[config.mk]
export PLATFORM = sky130hd
export DESIGN_NAME = multicycle_ctrl_unit
export DESIGN_NICKNAME = d
export VERILOG_FILES = /design/src/rtl/multicycle_ctrl_unit.sv
export SDC_FILE = /design/constraint.sdc
export NUM_CORES = 1
export LEC_CHECK = 0
export CAP_MARGIN = 20
export CELL_PAD_IN_SITES_DETAIL_PLACEMENT = 0
export CELL_PAD_IN_SITES_GLOBAL_PLACEMENT = 1
export CORE_AREA = 2 2 59 89
export DETAILED_ROUTE_END_ITERATION = 10
export DIE_AREA = 0 0 61 91
export PLACE_DENSITY = 0.78
export SETUP_SLACK_MARGIN = 0.02
export SLEW_MARGIN = 20
export SYNTH_ARGS = -nofsm -noshare
export SYNTH_HDL_FRONTEND = slang
export SYNTH_SLANG_ARGS = --single-unit
[constraint.sdc]
create_clock -name Clk_1b -period 5.3 [get_ports Clk_1b]
set_clock_uncertainty 0.2 [all_clocks]
set_input_delay 0.53 -clock Clk_1b [delete_from_list [all_inputs] [get_ports Clk_1b]]
set_output_delay 0.53 -clock Clk_1b [all_outputs]
set_load 0.05 [all_outputs]
[src/rtl/multicycle_ctrl_unit.sv]
// multicycle_ctrl_unit
// Moore control FSM that steps the shared multicycle datapath (one ALU, one
// memory port) through fetch, decode, execute, memory and writeback steps for
// R-type, addi, lw, sw and beq. Memory accesses use a ready handshake with a
// bounded wait. A retired-instruction counter and two sticky error flags
// (illegal opcode, memory timeout) are provided for debug.
// Optional feature macro: JUMP_EN -- when defined, opcode 000010 is executed
// as a jump through state 11; when undefined it is treated as illegal.
module multicycle_ctrl_unit #(
   parameter int CNT_W       = 16,
   parameter int MEM_TIMEOUT = 15
) (
   input  logic             Clk_1b,
   input  logic             Reset_n_1b,
   input  logic [5:0]       Opcode_6b,
   input  logic             Zero_1b,
   input  logic             MemReady_1b,
   output logic             PCWrite_1b,
   output logic             PCWriteCond_1b,
   output logic             PCEn_1b,
   output logic             IorD_1b,
   output logic             MemRead_1b,
   output logic             MemWrite_1b,
   output logic             IRWrite_1b,
   output logic             MemtoReg_1b,
   output logic             RegDst_1b,
   output logic             RegWrite_1b,
   output logic             ALUSrcA_1b,
   output logic [1:0]       ALUSrcB_2b,
   output logic [1:0]       ALUOp_2b,
   output logic [1:0]       PCSource_2b,
   output logic [3:0]       State_4b,
   output logic             IllegalOp_1b,
   output logic             MemTimeout_1b,
   output logic [CNT_W-1:0] InstrCount
);

   typedef enum logic [3:0] {
      FETCH  = 4'd0,
      DECODE = 4'd1,
      MEMADR = 4'd2,
      MEMRD  = 4'd3,
      MEMWB  = 4'd4,
      MEMWR  = 4'd5,
      EXEC   = 4'd6,
      ALUWB  = 4'd7,
      BRANCH = 4'd8,
      ADDIEX = 4'd9,
      ADDIWB = 4'd10,
      JUMP   = 4'd11
   } state_e;

   localparam logic [5:0] OpRType = 6'b000000;
   localparam logic [5:0] OpLw    = 6'b100011;
   localparam logic [5:0] OpSw    = 6'b101011;
   localparam logic [5:0] OpBeq   = 6'b000100;
   localparam logic [5:0] OpAddi  = 6'b001000;
`ifdef JUMP_EN
   localparam logic [5:0] OpJ     = 6'b000010;
`endif

   // The wait counter starts at 0 in the first cycle of an access, so the
   // last cycle allowed to see MemReady is the one where it equals
   // MEM_TIMEOUT-1; without ready there the access is abandoned.
   localparam logic [7:0] WaitLast = 8'(MEM_TIMEOUT - 1);

   state_e           state_q, state_d;
   logic [7:0]       waitCnt_q, waitCnt_d;
   logic [CNT_W-1:0] instrCnt_q;
   logic             illegal_q;
   logic             timeout_q;
   logic             illegalSet;
   logic             timeoutSet;
   logic             retire;
   logic             memWait;

   // Next-state decode, wait counting and detection of retire/error events.
   always_comb begin
      state_d    = state_q;
      waitCnt_d  = 8'd0;
      illegalSet = 1'b0;
      timeoutSet = 1'b0;
      retire     = 1'b0;
      memWait    = 1'b0;
      case (state_q)
         FETCH: begin
            memWait = 1'b1;
            if (MemReady_1b) state_d = DECODE;
         end
         DECODE: begin
            case (Opcode_6b)
               OpRType:    state_d = EXEC;
               OpLw, OpSw: state_d = MEMADR;
               OpBeq:      state_d = BRANCH;
               OpAddi:     state_d = ADDIEX;
`ifdef JUMP_EN
               OpJ:        state_d = JUMP;
`endif
               default: begin
                  state_d    = FETCH;
                  illegalSet = 1'b1;
               end
            endcase
         end
         MEMADR: state_d = (Opcode_6b == OpLw) ? MEMRD : MEMWR;
         MEMRD: begin
            memWait = 1'b1;
            if (MemReady_1b) state_d = MEMWB;
         end
         MEMWB: begin
            state_d = FETCH;
            retire  = 1'b1;
         end
         MEMWR: begin
            memWait = 1'b1;
            if (MemReady_1b) begin
               state_d = FETCH;
               retire  = 1'b1;
            end
         end
         EXEC:   state_d = ALUWB;
         ALUWB: begin
            state_d = FETCH;
            retire  = 1'b1;
         end
         BRANCH: begin
            state_d = FETCH;
            retire  = 1'b1;
         end
         ADDIEX: state_d = ADDIWB;
         ADDIWB: begin
            state_d = FETCH;
            retire  = 1'b1;
         end
`ifdef JUMP_EN
         JUMP: begin
            state_d = FETCH;
            retire  = 1'b1;
         end
`endif
         default: state_d = FETCH;
      endcase
      if (memWait && !MemReady_1b) begin
         if (waitCnt_q == WaitLast) begin
            timeoutSet = 1'b1;
            state_d    = FETCH;
         end else begin
            waitCnt_d = waitCnt_q + 8'd1;
         end
      end
   end

   // State, wait counter, retire counter and sticky flags; reset abandons any access.
   always_ff @(posedge Clk_1b or negedge Reset_n_1b) begin
      if (!Reset_n_1b) begin
         state_q    <= FETCH;
         waitCnt_q  <= 8'd0;
         instrCnt_q <= '0;
         illegal_q  <= 1'b0;
         timeout_q  <= 1'b0;
      end else begin
         state_q   <= state_d;
         waitCnt_q <= waitCnt_d;
         if (retire)     instrCnt_q <= instrCnt_q + CNT_W'(1);
         if (illegalSet) illegal_q  <= 1'b1;
         if (timeoutSet) timeout_q  <= 1'b1;
      end
   end

   // Moore control decode; only the fetch handshake strobes follow MemReady.
   always_comb begin
      PCWrite_1b     = 1'b0;
      PCWriteCond_1b = 1'b0;
      IorD_1b        = 1'b0;
      MemRead_1b     = 1'b0;
      MemWrite_1b    = 1'b0;
      IRWrite_1b     = 1'b0;
      MemtoReg_1b    = 1'b0;
      RegDst_1b      = 1'b0;
      RegWrite_1b    = 1'b0;
      ALUSrcA_1b     = 1'b0;
      ALUSrcB_2b     = 2'b00;
      ALUOp_2b       = 2'b00;
      PCSource_2b    = 2'b00;
      case (state_q)
         FETCH: begin
            MemRead_1b = 1'b1;
            ALUSrcB_2b = 2'b01;
            IRWrite_1b = MemReady_1b;
            PCWrite_1b = MemReady_1b;
         end
         DECODE: ALUSrcB_2b = 2'b11;
         MEMADR: begin
            ALUSrcA_1b = 1'b1;
            ALUSrcB_2b = 2'b10;
         end
         MEMRD: begin
            MemRead_1b = 1'b1;
            IorD_1b    = 1'b1;
         end
         MEMWB: begin
            RegWrite_1b = 1'b1;
            MemtoReg_1b = 1'b1;
         end
         MEMWR: begin
            MemWrite_1b = 1'b1;
            IorD_1b     = 1'b1;
         end
         EXEC: begin
            ALUSrcA_1b = 1'b1;
            ALUOp_2b   = 2'b10;
         end
         ALUWB: begin
            RegDst_1b   = 1'b1;
            RegWrite_1b = 1'b1;
         end
         BRANCH: begin
            ALUSrcA_1b     = 1'b1;
            ALUOp_2b       = 2'b01;
            PCWriteCond_1b = 1'b1;
            PCSource_2b    = 2'b01;
         end
         ADDIEX: begin
            ALUSrcA_1b = 1'b1;
            ALUSrcB_2b = 2'b10;
         end
         ADDIWB: RegWrite_1b = 1'b1;
`ifdef JUMP_EN
         JUMP: begin
            PCWrite_1b  = 1'b1;
            PCSource_2b = 2'b10;
         end
`endif
         default: ;
      endcase
   end

   assign PCEn_1b       = PCWrite_1b | (PCWriteCond_1b & Zero_1b);
   assign State_4b      = state_q;
   assign IllegalOp_1b  = illegal_q;
   assign MemTimeout_1b = timeout_q;
   assign InstrCount    = instrCnt_q;

endmodule

==> reports/results.md <==
| Quantity | Reported | Unit |
| --- | --- | --- |
| Post-DR vias/cell | 5.02 | - |
| Routed wire length on met3 | 147 | um |
| Number of antenna-violating nets in the routed design | 0 | - |
| Post-CTS setup buffer count | 0 | - |
| Root Buffer Master | clkbuf_8 | - |
| Post-cts sizing count | 0 | - |
| Number of cells after detailed placement | 286 | - |
| Placeable core region | 4770 | sq um |
| Final worst path period share | 61.0 | % |
| Final weighted congestion of routability-driven global placement | 0.750 | - |
| Synth Area per Inst | 9.43 | sq um |
| Power density over the cells | 333 | nW/um^2 |
| Placed standard-cell area | 2230 | sq um |
| Final global-route overflow total | 0 | - |
| Leading register cell type out of synthesis | dfrtp_1 | - |
| Top delay family on crit path | buffers and inverters | - |
| Startpoint type of the worst setup path | register | - |
| Met2 WL | 1960 | um |
| Final standard cell area without fillers | 2330 | sq um |
| Initial core utilization | 36.8 | % |
| Total wirelength of the detailed-routed design | 4010 | um |
| Detailed-route wire length on metal 1 | 1840 | um |
| Post-layout minimum cycle time | 3.23 | ns |
| Final-report setup violation count | 0 | - |
| #FFs+latches synth | 30 | - |
| Die height | 91 | um |
| Post-layout power | 0.776 | mW |
| Final core utilization | 48.9 | % |
| Area Overhead vs Synth | 33.0 | % |
| # rows | 31 | - |
| Arr. time, crit path | 2.50 | ns |
| RSZ-0062 raised after global routing | false | - |
| Non-filler instance count after layout | 294 | - |
| VDD IR-drop max | 0.000209 | V |
| Number of global-route vias before repair | 1437 | - |
| Setup slack after layout | 2.07 | ns |
| Global routing usage summed across all routing layers | 15.7 | % |
| Final count of hold timing violations | 0 | - |
| Detailed placer's ending HPWL | 2880 | um |
| Chain of cells forming the critical path | nand2b_1 > nor3_1 > a21o_1 > clkdlybuf4s50_1 | - |
| Fraction of layout instances using a drive strength above 1 | 6.14 | % |
| Final Net Count | 240 | - |
| Cell type with the largest total area after synthesis | dfrtp_1 | - |
| Total inserted antenna cells | 0 | - |
| Clock insertion delay at the later pin of the skew report | 0.28 | ns |
| DRC Markers | 0 | - |
| Worst min-delay path category | reg2reg | - |
| Count of flip-flops with a built-in enable after synthesis | 0 | - |
| Leakage | 0.872 | nW |
| Ys async rst share | 100 | % |
| Clock tree buffer depth | 2 | - |
| Crit path max-delay cell type | clkdlybuf4s50_1 | - |
| Maximum level of the CTS H-tree | 2 | - |
| CP endpoint kind | output pin | - |
| Worst-margin pin slew | 0.647 | ns |
| Maximum fanout along the worst path | 18 | - |
| Pre-Repair DR Iteration Count | 4 | - |
| Buffers & Inverters on Critical Path | 1 | - |
| WP data required | 4.57 | ns |
| Detailed router's first-iteration violation count | 92 | - |
| Headroom to the max-slew limit | 56.9 | % |
| Post-CTS Hold Fix Bufs | 0 | - |
| Area enclosed by the die boundary | 5550 | sq um |
| Chip Width | 61 | um |
| I/O Pins | 49 | - |
| Number of maximum-capacitance constraint violations | 0 | - |
| Clock sink total | 30 | - |
| Yosys warns | 0 | - |
| Number of standard cells after synthesis | 186 | - |
| Overall via count from detail_route | 1476 | - |
| First-pass GRT wire length | 6750 | um |
| Fin Hold WS | 0.260 | ns |
| Netlist cell types | 43 | - |
| Share of the synthesized area in the top cell type | 42.8 | % |
| Sequential-to-total area share from yosys stat | 42.8 | % |
| Syn nets | 199 | - |
| Number of buffers created by CTS | 5 | - |
| Initial antenna violation count | 0 | - |
| Highest routed metal layer | met4 | - |
| Routed wirelength normalized by instance count | 13.6 | um |
| Worst setup path class | reg2out | - |
| Worst slack at placement | 2.15 | ns |
| TritonCTS clock tree | built | - |
| I/O Buffers | 47 | - |
| Maximum frequency from static timing analysis | 0.309 | GHz |
| Post-synth design cell area | 1750 | sq um |
| Aggregate negative setup slack | 0 | ns |
| Largest stage delay on the critical path | 0.79 | ns |
| Top area cells in the synthesized netlist | dfrtp_1, xnor2_1, xor2_1 | - |
| Final slew viol count | 0 | - |
| Run status | completed | - |
| Clock-pin slew of the registers on the worst-case setup and hold paths | 0.07 | ns |
| Maximum number of pins on one net before global-route repair | 31 | - |
## placed cells by master, fill, tap and decap left out, types with 2 or more instances in the layout
cell type,instances
nand2_1,13
o22ai_1,2
clkbuf_1,2
nor3b_1,2
nor2_1,19
xnor2_1,13
o21ai_0,4
nand3_1,10
mux2_2,2
nor4_1,4
xor2_1,10
inv_1,4
a21oi_1,6
nor3_1,11
clkdlybuf4s50_1,47
clkbuf_8,5
ha_1,3
nand3b_1,2
a21o_1,2
and3_1,3
a2111o_1,2
nand2b_1,5
dfrtp_1,30
nand4_1,8
## cell families after synthesis
family | share of synthesized area, %
other | 0.214
flip-flops | 42.8
XOR/XNOR | 11.5
multiplexers | 1.28
adder cells (fa/ha/maj) | 2.14
buffers and inverters | 5.92
AO/OA/AOI/OAI | 10.5
AND/OR/NAND/NOR | 25.7
## synth_stat cells, types with 3 or more instances
library cell  number
dfrtp_1           30
nor2_1            19
nand2_1           13
xnor2_1           13
nor3_1            11
nand3_1           10
xor2_1            10
nand4_1            8
a21oi_1            6
buf_4              5
nand2b_1           5
inv_1              4
nor4_1             4
o21ai_0            4
and3_1             3
clkbuf_1           3
ha_1               3
## where the power goes
group	total [mW]	switching, mW	internal (mW)	leakage [nW]
clock	0.228	0.0878	0.141	0.0524
combinational	0.259	0.169	0.0903	0.437
sequential	0.289	0.0394	0.249	0.382
total	0.776	0.296	0.480	0.872
## cell type report
| type | count | area [sq um] |
|---|---|---|
| Clock buffer | 7 | 76.3 |
| Clock inverter | 1 | 30.0 |
| Fill cell | 474 | 2440 |
| Inverter | 4 | 15.0 |
| Multi-Input combinational cell | 138 | 900 |
| Sequential cell | 30 | 751 |
| Tap cell | 66 | 82.6 |
| Timing Repair Buffer | 48 | 478 |
## sequential cells by signal, summed over array words and instances (netlist names)
register / flops
InstrCount: 16
waitCnt_q: 8
State_4b: 4
IllegalOp_1b: 1
MemTimeout_1b: 1
## routing by layer
layer	up-vias	GRT usage [%]
li1	733	-
met1	697	19.9
met2	40	26.2
met3	6	2.56
met4	0	5.43
met5	-	0
## final timing paths
kind / slack [ns] / end / from / cells past startpoint
max in group asynchronous: 4.18 / InstrCount[8] / Reset_n_1b / 2
min reg2reg: 0.26 / IllegalOp_1b / IllegalOp_1b / 1
min: 0.26 / IllegalOp_1b / IllegalOp_1b / 1
min in group asynchronous: 0.43 / InstrCount[1] / Reset_n_1b / 2
max: 2.07 / PCEn_1b / State_4b[2] / 4
max reg2reg: 3.01 / State_4b[0] / State_4b[0] / 4
## worst reg2reg max path: stages, from the launching register on
cell,delay [ns]
dfrtp_1,0.72
nand2b_1,0.34
nor4b_1,0.57
nand3_1,0.19
a21oi_1,0.19
No activity file was read; power rests on OpenSTA's default activity.
